==> src/rtl/sim_argmax.sv <==
// sim_argmax -- picks the best-matching class for one hypervector query.
//
// A query starts with `start` in IDLE, then NUM_CLASSES similarity scores
// arrive in class order 0..NUM_CLASSES-1. The block keeps a running maximum
// and reports the winning class, its score and whether any other class scored
// the same. The lowest class index wins a tie.
//
// Ports:
//   clk, rst_in             rising-edge clock, synchronous active-high reset
//   start                   begin a new query (only honoured in IDLE)
//   score_valid/score_ready score input handshake (score_in, SCORE_W bits)
//   result_valid/result_ready result output handshake
//   result_class            index of the best-matching class
//   result_score            best score
//   result_tie              another class equalled the best score
//   min_score, result_hit   threshold check (only with SIM_ARGMAX_THRESHOLD_EN)
//   state_dbg               current FSM state, for observation only
//
// Optional feature: define SIM_ARGMAX_THRESHOLD_EN to add min_score/result_hit.
// result_hit is 1 when the best score >= the min_score sampled at start.
//
// Handshakes: a transfer happens on a rising edge where valid and ready are
// both 1. score_ready is 1 only in COLLECT; result_valid is 1 only in RESULT,
// and the result outputs hold steady until the transfer.

module sim_argmax #(
  parameter int LENGTH_VECTOR = 32,
  parameter int NUM_CLASSES   = 8,
  parameter int SCORE_W       = $clog2(LENGTH_VECTOR + 1),
  parameter int CLASS_W       = $clog2(NUM_CLASSES)
) (
  input  logic               clk,
  input  logic               rst_in,
  input  logic               start,
  input  logic               score_valid,
  input  logic [SCORE_W-1:0] score_in,
  output logic               score_ready,
  output logic               result_valid,
  input  logic               result_ready,
  output logic [CLASS_W-1:0] result_class,
  output logic [SCORE_W-1:0] result_score,
  output logic               result_tie,
`ifdef SIM_ARGMAX_THRESHOLD_EN
  input  logic [SCORE_W-1:0] min_score,
  output logic               result_hit,
`endif
  output logic [1:0]         state_dbg
);

  localparam logic [1:0] IDLE    = 2'd0;
  localparam logic [1:0] COLLECT = 2'd1;
  localparam logic [1:0] RESULT  = 2'd2;

  localparam logic [CLASS_W-1:0] LAST_CLASS = CLASS_W'(NUM_CLASSES - 1);

  logic [1:0]         state_q, state_d;
  logic [SCORE_W-1:0] best_q, best_d;
  logic [CLASS_W-1:0] idx_q, idx_d;
  logic               tie_q, tie_d;
  logic [CLASS_W-1:0] cnt_q, cnt_d;

`ifdef SIM_ARGMAX_THRESHOLD_EN
  logic [SCORE_W-1:0] min_q, min_d;
`endif

  always_comb begin
    state_d = state_q;
    best_d  = best_q;
    idx_d   = idx_q;
    tie_d   = tie_q;
    cnt_d   = cnt_q;
`ifdef SIM_ARGMAX_THRESHOLD_EN
    min_d   = min_q;
`endif
    case (state_q)
      IDLE: begin
        if (start) begin
          state_d = COLLECT;
          best_d  = '0;
          idx_d   = '0;
          tie_d   = 1'b0;
          cnt_d   = '0;
`ifdef SIM_ARGMAX_THRESHOLD_EN
          min_d   = min_score;
`endif
        end
      end
      COLLECT: begin
        if (score_valid) begin
          // Class 0 always loads so a query of all-zero scores still
          // reports class 0 without a stale tie flag.
          if (cnt_q == '0 || score_in > best_q) begin
            best_d = score_in;
            idx_d  = cnt_q;
            tie_d  = 1'b0;
          end else if (score_in == best_q) begin
            tie_d = 1'b1;
          end
          // The counter stops at the last class instead of wrapping.
          if (cnt_q == LAST_CLASS) begin
            state_d = RESULT;
          end else begin
            cnt_d = cnt_q + 1'b1;
          end
        end
      end
      RESULT: begin
        if (result_ready) begin
          state_d = IDLE;
        end
      end
      default: state_d = IDLE;
    endcase
  end

  always_ff @(posedge clk) begin
    if (rst_in) begin
      state_q <= IDLE;
      best_q  <= '0;
      idx_q   <= '0;
      tie_q   <= 1'b0;
      cnt_q   <= '0;
`ifdef SIM_ARGMAX_THRESHOLD_EN
      min_q   <= '0;
`endif
    end else begin
      state_q <= state_d;
      best_q  <= best_d;
      idx_q   <= idx_d;
      tie_q   <= tie_d;
      cnt_q   <= cnt_d;
`ifdef SIM_ARGMAX_THRESHOLD_EN
      min_q   <= min_d;
`endif
    end
  end

  assign score_ready  = (state_q == COLLECT);
  assign result_valid = (state_q == RESULT);
  assign result_class = idx_q;
  assign result_score = best_q;
  assign result_tie   = tie_q;
  assign state_dbg    = state_q;

`ifdef SIM_ARGMAX_THRESHOLD_EN
  // Qualified by RESULT so the flag reads 0 out of reset and between queries.
  assign result_hit = (state_q == RESULT) && (best_q >= min_q);
`endif

endmodule
==> config.mk <==
export PLATFORM = sky130hd
export DESIGN_NAME = sim_argmax
export DESIGN_NICKNAME = d
export VERILOG_FILES = /design/src/rtl/sim_argmax.sv
export SDC_FILE = /design/constraint.sdc
export NUM_CORES = 1
export LEC_CHECK = 0
export CAP_MARGIN = 15
export CORE_AREA = 2 2 53 55
export DETAILED_ROUTE_END_ITERATION = 8
export DIE_AREA = 0 0 55 57
export SETUP_SLACK_MARGIN = 0.05
export SKIP_CTS_REPAIR_TIMING = 1
export SYNTH_ARGS = -nofsm -noshare
export SYNTH_HDL_FRONTEND = slang
export SYNTH_SLANG_ARGS = --single-unit
==> constraint.sdc <==
create_clock -name clk -period 2.7 [get_ports clk]
set_clock_uncertainty 0.15 [all_clocks]
set_input_delay 0.405 -clock clk [delete_from_list [all_inputs] [get_ports clk]]
set_output_delay 0.405 -clock clk [all_outputs]
set_load 0.02 [all_outputs]
**After elaboration in Yosys (flattened, before gate mapping)**

Cells that the tools add are included.

- RAM bits: 0
- Output and inout bits: 14
- Register bits after elaboration: 15
- Memory bits (read-only): 0
- Memories: 0
- Bits in latches: 0

- Order comparisons: 1
- Add/subtract/negate cells: 1
- Muxes and demuxes: 21
- Bitwise logic cells: 0
- Div/mod/pow operators: 0
- Eq/ne operators: 11
- Reduce and logical (&&, ||, !) cells: 8
- Shift-type cells: 0
- Multipliers: 0

Operator list:

| cell | count |
|---|---|
| $mux W6 | 3 |
| $reduce_and A4 Y1 | 4 |
| $mux W3 | 5 |
| $pmux W3 S2 | 2 |
| $pmux W6 S2 | 1 |
| $mux W2 | 4 |
| $eq A6 B6 Y1 | 1 |
| $gt A6 B6 Y1 | 1 |
| $ne A2 B1 Y1 const B | 3 |
| $ne A2 B2 Y1 const B | 3 |
| $pmux W2 S3 | 1 |
| $mux W1 | 4 |
| $add A3 B1 Y3 const B | 1 |
| $eq A3 B3 Y1 const B | 1 |
| $logic_not A3 Y1 | 1 |
| $ne A3 B1 Y1 const B | 1 |
| $eq A2 B1 Y1 const B | 1 |
| $eq A2 B2 Y1 const B | 1 |
| $logic_not A2 Y1 | 1 |
| $pmux W1 S2 | 1 |
| $reduce_bool A2 Y1 | 1 |
| $logic_or A1 B1 Y1 | 1 |

**Logic depth before layout (Yosys ltp)**

Gate-level depths: netlist of the first run.

- Word-level depth: 5
- Mapped depth: 8

**Worst setup path before layout of the first run**

Ideal clock, no wire load.

- Kind: register -> register
- Start: reg best_q[5], in the netlist result_score[5]
- End: reg idx_q[0], in the netlist result_class[0]
- Setup slack: 653 ps
- Buffers on the path: 1
- Cell stages (with the launch flop): 8
- Clock period less this slack: 2,047 ps
- Arrival: 1,825 ps
- Setup time: 72 ps
- Data required time: 2,478 ps
- Cells stage by stage: dfxtp_1 inv_1 ha_1 nand4_1 o221a_2 nor3_1 buf_6 mux2i_1

- Cells in the longest elaborated chain, start to end: 4

RTL lines:

| what | RTL line | source |
|---|---|---|
| start: declaration | 57 | `logic [SCORE_W-1:0] best_q, best_d;` |
| start signal: assignment | 128 | `best_q <= best_d;` |
| $gt A6 B6 Y1 | 92 | `if (cnt_q == '0 \|\| score_in > best_q) begin` |
| $logic_or A1 B1 Y1 | 92 |  |
| $ne A2 B1 Y1 (no line) | n/a |  |
| $reduce_and A4 Y1 (no line) | n/a |  |
| end signal: assignment | 129 | `idx_q <= idx_d;` |
| end: declaration | 58 | `logic [CLASS_W-1:0] idx_q, idx_d;` |

No other way between the ends.
A chain may end at the register's enable or synchronous reset.

**Worst setup path in the final report of the first run**

- Start: in score_in[5]
- End: reg idx_q[2], in the netlist result_class[2]

- Cells in the longest elaborated chain, start to end: 4

RTL lines:

| what | RTL line | source |
|---|---|---|
| start: declaration | 36 | `input logic [SCORE_W-1:0] score_in,` |
| $gt A6 B6 Y1 | 92 |  |
| $logic_or A1 B1 Y1 | 92 |  |
| $ne A2 B1 Y1 (no line) | n/a |  |
| $reduce_and A4 Y1 (no line) | n/a |  |

No other way between the ends.

==> results of run 1 <==
sequential cells by signal (all words and copies together) (netlist names):
signal / count
result_score: 6
cnt_q: 3
result_class: 3
state_dbg: 2
result_tie: 1
metal layers:
| layer | GRT usage (%) | vias to the layer above | routed length (um) |
|---|---|---|---|
| met1 | 18.2 | 351 | 894 |
| li1 | - | 386 | - |
| met4 | 1.05 | 0 | 0 |
| met5 | 0 | - | 0 |
| met2 | 21.3 | 15 | 896 |
| met3 | 4.71 | 0 | 85 |
stage by stage:
stage	power (mW)	setup slack, ps	util (%)	hold WS [ps]	cell area, um^2
floorplan	0.296	653	-	317	866
global placement	0.338	220	44.4	311	1160
detailed placement	0.340	144	44.4	315	1160
CTS	0.474	401	45.4	332	1190
global route	0.489	312	45.4	362	1190
finish	0.464	389	45.4	326	1190
placed cells by master (no fill, tap or decap), types with 2 or more instances in the layout:
| cell type | instances |
|---|---|
| a21oi_1 | 3 |
| nor2_1 | 7 |
| nor3_1 | 3 |
| inv_1 | 11 |
| buf_4 | 4 |
| nand2_1 | 12 |
| dfxtp_1 | 15 |
| mux2i_1 | 10 |
| ha_1 | 9 |
| nand2b_1 | 9 |
| clkdlybuf4s50_1 | 24 |
| a22oi_1 | 2 |
| clkbuf_4 | 3 |
worst max-delay path, cell delays in order:
cell	delay, ps
clkdlybuf4s50_1	440
ha_1	370
nand4_1	140
o221a_2	310
nor3_1	290
buf_4	220
mux2i_1	190
cells by family after synthesis:
| group | Yosys count | share of synthesized area, % |
|---|---|---|
| compound gates | 11 | 11.0 |
| fa+ha+maj | 9 | 13.0 |
| buf+inv | 13 | 6.50 |
| flops | 15 | 34.7 |
| mux | 10 | 11.6 |
| simple gates | 39 | 23.3 |
worst paths after layout:
check / startpoint / slack [ps] / endpoint
max: score_in[5] / 390 / result_class[2]
min: result_class[1] / 330 / result_class[1]
max reg2reg: result_score[5] / 550 / result_class[2]
min reg2reg: result_class[1] / 330 / result_class[1]
layout make-up:
cell class,count,area share [%]
well taps,31,3.27
flip-flops and latches,15,25.3
clock buffers,4,2.22
inverters,11,3.48
repair buffers,28,22.8
multi-input cells,69,42.9
where the power goes:
| group | internal, mW | switching (mW) | total, mW |
|---|---|---|---|
| Combinational | 0.0514 | 0.0487 | 0.100 |
| Clock | 0.0574 | 0.0726 | 0.130 |
| Sequential | 0.227 | 0.00623 | 0.233 |
| Total | 0.336 | 0.128 | 0.464 |
==> reports/qor.txt, run 1 <==
status: finished clean
DRC: 0
starting density of the core: 33.1%
CTS buffer count: 3
vias per inst: 4.76
count leader, synth: dfxtp_1
I/O Pins: 25
CP max FO: 5
vias in the first global route: 707
max_cap viols: 0
clock buffer depth: 2
GRT Util Overall: 13.4%
Setup crit end kind: flip-flop
number of synthesized flops with an enable pin: 0
final setup fails: 0
HPWL after DPL: 1.47 mm
Placed Cells: 154
P_leak: 0.472 nW
Port Buffers: 24
Wirelength per Cell: 11.9 um
Core Region: 2620 um^2
R2R cell count: 7
Finished Layout Cells: 158
minimum clock period after layout: 2310 ps
Seq/Total Area, Yosys: 34.7%
largest net degree at the start of global routing: 16
post-synthesis cell count: 97
antenna-violating nets left: 0
Syn Area/Cell: 8.93 um^2
hold path depth: 2
startpoint types: primary input
# diodes: 0
CP Data Arrival Time: 2370 ps
routed via count: 752
initial antenna violation count: 0
RSZ-0062 raised after global routing: false
YS warnings: 0
H-tree levels: 1
FMAX: 433 MHz
setup TNS: 0 ps
first-pass iteration count of the detailed router: 4
drt initial violations: 13
Synth top area share: 34.7%
CTS tree: yes
Post-synth top flop: dfxtp_1
top post-synthesis cells by count: dfxtp_1 (15), nand2_1 (12), inv_1 (11), mux2i_1 (10)
layout cells sized above 1: 7.87%
power density cells: 391 nW/um^2
synthesis-stage register bit count: 15
Post-synth ARST share: 0%
Sink Count: 15
Worst Tran Pin Value: 399 ps
post-synthesis cell area: 866 um^2
worst vdd ir: 0.000286 V
nets@finish: 148
synthesis-to-layout area growth: 37.0%
num rows: 19
Clock transition at path regs: 90 ps
Worst Hold Class: reg -> reg
final hold violations: 0
slew margin rel.: 73.3%
Req. time, crit path: 2760 ps
Die ar.: 3140 um^2
distinct cell type count after synthesis: 26
post-synthesis net count: 117
total grt overflow: 0
Die Span Y: 57 um
Final period util: 85.6%
DRT Wirelength: 1.88 mm
first-pass GRT wire length: 3.11 mm
Root Driver: clkbuf_4
Reg area: 300 um^2
critical path class: in -> reg
multi-input logic area: 509 um^2
fill count: 278
routability cong.: 0.718
Die X-Extent: 55 um
synth top area cells: dfxtp_1 (35%), ha_1 (13%), mux2i_1 (12%), nand2b_1 (6.5%), nand2_1 (5.2%)
clk_lat worst skew: 290 ps
cell taking the most area after synthesis: dfxtp_1
Slew Viols, Final: 0
Power figures use the tool's default switching activity.
==> inputs of run 2 (changes only) <==
==> constraint.sdc (replaced) <==
create_clock -name clk -period 2.75 [get_ports clk]
set_clock_uncertainty 0.15 [all_clocks]
set_input_delay 0.4125 -clock clk [delete_from_list [all_inputs] [get_ports clk]]
set_output_delay 0.4125 -clock clk [all_outputs]
set_load 0.02 [all_outputs]
==> results of run 2 <==
Same layout as run 1 (identical final DEF). Status: finished clean.
Main changes from that run: setup slack after placement 144 ps -> 186 ps; setup slack after layout 389 ps -> 431 ps; register-to-register setup slack 550 ps -> 600 ps; total power 0.464 mW -> 0.455 mW; worst IR drop on VDD 0.000286 V -> 0.000280 V
